--- config.mk ---
export PLATFORM = sky130hd
export DESIGN_NAME = tvip_reset_sequencer
export DESIGN_NICKNAME = d
export VERILOG_FILES = /design/src/rtl/tvip_reset_sequencer.sv
export SDC_FILE = /design/constraint.sdc
export NUM_CORES = 1
export LEC_CHECK = 0
export CORE_ASPECT_RATIO = 0.8
export CORE_MARGIN = 5
export CORE_UTILIZATION = 50
export DETAILED_ROUTE_END_ITERATION = 12
export PLACE_DENSITY = 0.77
export SLEW_MARGIN = 0
export SYNTH_ARGS = -nofsm -noshare
export SYNTH_HDL_FRONTEND = slang
export SYNTH_SLANG_ARGS = --single-unit
--- constraint.sdc ---
create_clock -name i_clk -period 4.09 [get_ports i_clk]
set_input_delay 0.6135 -clock i_clk [delete_from_list [all_inputs] [get_ports i_clk]]
set_output_delay 0.6135 -clock i_clk [all_outputs]
set_load 0.01 [all_outputs]
--- src/rtl/tvip_reset_sequencer.sv ---
// Multi-channel reset generator: power-on hold after i_reset, run-time requested
// holds with a channel mask, and ascending-index release with a fixed inter-channel gap.
module tvip_reset_sequencer #(
  parameter int CHANNELS    = 4,
  parameter int COUNT_WIDTH = 16,
  parameter int RELEASE_GAP = 2,
  parameter int POR_CYCLES  = 16
) (
  input  logic                   i_clk,
  input  logic                   i_reset,
  input  logic                   i_start,
  input  logic [COUNT_WIDTH-1:0] i_duration,
  input  logic [CHANNELS-1:0]    i_channel_mask,
  output logic                   o_busy,
  output logic                   o_done,
  output logic [CHANNELS-1:0]    o_reset,
  output logic [CHANNELS-1:0]    o_reset_n
);

  typedef enum logic [1:0] {IDLE, HOLD, RELEASE} state_t;

  localparam logic [CHANNELS-1:0]    ONE_C = CHANNELS'(1);
  localparam logic [COUNT_WIDTH-1:0] ONE_W = COUNT_WIDTH'(1);
  localparam logic [COUNT_WIDTH-1:0] GAP_W = COUNT_WIDTH'(RELEASE_GAP);
  localparam logic [COUNT_WIDTH-1:0] POR_W = COUNT_WIDTH'(POR_CYCLES);

  state_t                 state_reg, state_next;
  logic [COUNT_WIDTH-1:0] count_reg, count_next;
  logic [CHANNELS-1:0]    pend_reg, pend_next;
  logic [CHANNELS-1:0]    reset_reg, reset_next;
  logic                   done_reg, done_next;
  logic                   busy_reg, busy_next;
  logic [CHANNELS-1:0]    drop_mask;

  // With no gap every pending channel goes at once; otherwise only the lowest pending index.
  always_comb begin
    if (RELEASE_GAP == 0) drop_mask = pend_reg;
    else                  drop_mask = pend_reg & (~pend_reg + ONE_C);
  end

  // count_reg is the hold length in HOLD and the inter-release gap in RELEASE;
  // an event fires on the cycle it reads 1, so the full 2^COUNT_WIDTH-1 range is usable.
  always_comb begin
    state_next = state_reg;
    count_next = count_reg;
    pend_next  = pend_reg;
    reset_next = reset_reg;
    done_next  = 1'b0;
    case (state_reg)
      IDLE: begin
        if (i_start) begin
          if (i_channel_mask == '0) begin
            state_next = RELEASE;
            pend_next  = '0;
            done_next  = 1'b1;
          end else begin
            state_next = HOLD;
            pend_next  = i_channel_mask;
            reset_next = reset_reg | i_channel_mask;
            count_next = (i_duration == '0) ? ONE_W : i_duration;
          end
        end
      end
      HOLD, RELEASE: begin
        if (pend_reg == '0) begin
          state_next = IDLE;
        end else if (count_reg == ONE_W) begin
          state_next = RELEASE;
          reset_next = reset_reg & ~drop_mask;
          pend_next  = pend_reg & ~drop_mask;
          count_next = GAP_W;
          done_next  = ((pend_reg & ~drop_mask) == '0);
        end else begin
          count_next = count_reg - ONE_W;
        end
      end
      default: state_next = IDLE;
    endcase
  end

  assign busy_next = (state_next != IDLE);

  always_ff @(posedge i_clk) begin
    if (i_reset) begin
      state_reg <= HOLD;
      count_reg <= POR_W;
      pend_reg  <= '1;
      reset_reg <= '1;
      done_reg  <= 1'b0;
      busy_reg  <= 1'b1;
    end else begin
      state_reg <= state_next;
      count_reg <= count_next;
      pend_reg  <= pend_next;
      reset_reg <= reset_next;
      done_reg  <= done_next;
      busy_reg  <= busy_next;
    end
  end

  assign o_busy  = busy_reg;
  assign o_done  = done_reg;
  assign o_reset = reset_reg;

  genvar gi;
  generate
    for (gi = 0; gi < CHANNELS; gi++) begin : g_reset_n
      assign o_reset_n[gi] = ~reset_reg[gi];
    end
  endgenerate

endmodule

==> metrics.md <==
| Metric | Value |
|---|---|
| FF+latch count, synth | `28` |
| Clock latency on the worst-skew pair | `280 ps` |
| Least-Margin Pin Slew | `790 ps` |
| Number of post-CTS setup repair buffers | `0` |
| Worst path required time | `4260 ps` |
| Vias in the first global route | `roughly 1.6k` |
| Root Driver | `clkbuf_8` |
| Sw Ratio | `46.2%` |
| Clock Skews | `3.97 ps` |
| Clock Sinks | `28` |
| Total number of vias | `1787` |
| Die X | `76.3 microns` |
| Fin nets | `269` |
| Dpl hpwl | `3330 microns` |
| Fin Setup TNS | `0 ps` |
| H-tree Lvls | `1` |
| Seq/Total Area, Yosys | `31.8%` |
| Post-Syn Instances | `213` |
| Inserted Diodes | `0` |
| Clk buf depth | `2` |
| Routed wire length | `4590 microns` |
| Max FO, Critical Path | `9` |
| Hold Fails Final Rpt | `0` |
| Largest net degree at the start of global routing | `29` |
| Synth warn | `0` |
| Top cells by area, synth | `dfxtp_1, a21oi_1, o21ai_0` |
| Wirelength per Cell | `16.2 microns` |
| Final setup violating endpoints | `0` |
| Combinational cell fraction of total power | `55.0%` |
| RSZ-0062 raised after global routing | `no` |
| Fin crit share | `59.8%` |
| Clock transition at path regs | `90 ps` |
| Max transition margin | `46.6%` |
| TritonCTS clock tree | `built` |
| Crit path launch type | `input port` |
| Layout area overhead | `22.4%` |
| Gates resized, CTS repair | `0` |
| Total power | `1.48 mW` |
| Worst Setup SP | `i_duration[3]` |
| Hold Startpoint | `o_reset[0]$_SDFFE_PP1P_` |
| Synth top area share | `31.8%` |
| Clk pwr share | `11.6%` |
| DR iter-0 viols | `187` |
| DRT Pass-1 Iters | `4` |
| Sequential cell fraction of total power | `33.4%` |
| Max-Cap Viols | `0` |
| Die footprint | `4810 sq um` |
| Post-synth top cells | `dfxtp_1, nor2_1, a21oi_1, o21ai_0` |
| Max reg flops | `16` |
| I/O Buffers | `32` |
| CP cell instances | `clkdlybuf4s50_1 -> nor4_1 -> a41oi_1 -> a32o_1 -> a22oi_1 -> nor2_1` |
| FP Rows | `19` |
| DP Cell Count | `roughly 280` |
| CP bufs+invs | `1` |
| Most numerous cell in the Yosys netlist | `dfxtp_1` |
| Reg2reg start | `count_reg[3]$_SDFFE_PP0P_` |
| Syn Area/Cell | `8.26 sq um` |
| Top delay family on crit path | `compound AO/OA/AOI/OAI gates` |
| WS Path Type | `input port to flip-flop` |
| RD Place Congestion | `0.871` |
| Crit path largest cell delay | `530 ps` |
| Total grt overflow | `0` |
| Post-Layout Cell Count | `~280` |
| DRC viols | `0` |
| CP arrival | `around 2600 ps` |
| Starting Density | `51.4%` |
| Number of vias per cell | `6.31` |
| Post-Syn Area | `1760 sq um` |
| P_int | `between 0.7 and 0.8 mW` |
| Maximum achievable frequency | `0.409 GHz` |
| Prevailing post-synth register cell | `dfxtp_1` |
| Synth area leader | `dfxtp_1` |
| Max VDD drop | `between 0.3 and 0.4 mV` |
| Min cycle time layout | `2450 ps` |
| PwrDens | `between 600 and 700 nW/um^2` |
| Async SR Flop Fraction | `0%` |
| CP max stage cell | `nor4_1` |
| Syn nets | `240` |
| Worst hold path class | `flip-flop to flip-flop` |
| Hold Buf Count CTS | `0` |
| Gr usage total | `between 10% and 20%` |
| Die height | `63.1 microns` |
| Psw | `0.684 mW` |
| Post-route ant nets | `0` |
| First-pass GRT wire length | `between 7000 and 8000 microns` |
| Post-synth EDFFs | `0` |
| Leak | `roughly 0.8 nW` |
| Library cells used by synthesis | `50` |
| CTS buffer count | `3` |
| Status | `completed` |
| Final Slew Violations | `0` |
| Share of layout cells above drive strength 1 | `6.64%` |
| Initial antenna violation count | `0` |
| Crit. End Element | `flip-flop` |
| Top-Level Pins | `33` |
| Core area | `3420 sq um` |
==> metrics by stage <==
| step | util, % | hold WS [ps] | cell area (sq um) | setup WS [ps] |
|---|---|---|---|---|
| after floorplan | - | 496 | 1760 | 2040 |
| after global placement | 61.3 | 508 | 2100 | 1410 |
| after detailed placement | 61.3 | 503 | 2100 | 1380 |
| after CTS | 62.9 | 530 | 2150 | 1680 |
| after global routing | 62.9 | 564 | 2150 | 1450 |
| final | 62.9 | 522 | 2150 | 1640 |
==> layout by cell type (no fill, tap or decap), types with 4 or more instances in the layout <==
cell / count
nor3_1: 13
nand2_1: 6
nor4_1: 8
clkbuf_8: 4
a21oi_1: 18
ha_1: 4
o21ai_0: 18
a31oi_1: 6
dfxtp_1: 28
inv_1: 13
a221o_1: 6
nand2b_1: 4
a22oi_1: 4
nor2b_1: 4
nor2_1: 19
clkdlybuf4s50_1: 32
==> power by group through the flow <==
stage	combinational (mW)	sequential [mW]	clock, mW
global placement	0.795	0.494	0
floorplan	0.657	0.455	0
finish	0.814	0.494	0.172
detailed placement	0.797	0.498	0
global route	0.909	0.512	0.193
CTS	0.801	0.492	0.180
==> cell type report <==
cell class	instances	area, sq um
fillers	321	1270
multi-input cells	160	1090
flip-flops and latches	28	561
repair buffers	35	343
clock buffers	4	55.1
inverters	14	52.6
well taps	42	52.6
==> final timing paths <==
kind / end / slack (ps) / depth (start not counted)
setup / recovery: count_reg[8]$_SDFFE_PP0P_ / 1640 / 6
hold / removal: o_reset[0]$_SDFFE_PP1P_ / 520 / 1
setup reg to reg: pend_reg[2]$_SDFFE_PP1P_ / 1800 / 5
hold reg to reg: o_reset[0]$_SDFFE_PP1P_ / 520 / 1
==> routing by layer <==
metal  wire (microns)  GRT usage (%)
met3              363           3.99
met2             1940           29.1
met4               20           3.06
met1             2260           29.8
met5                0              0
==> logic make-up (layout without fill, tap and decap cells) <==
group           count (synthesis)  count (layout)  synth area share (%)
compound gates                 80              80                  32.6
xor+xnor                        3               3                  1.49
fa+ha+maj                       4               4                  2.84
buf+inv                        25              53                  6.18
flops                          28              28                  31.8
mux                             1               1                 0.569
simple gates                   72              72                  24.5
Power figures use the tool's default switching activity.
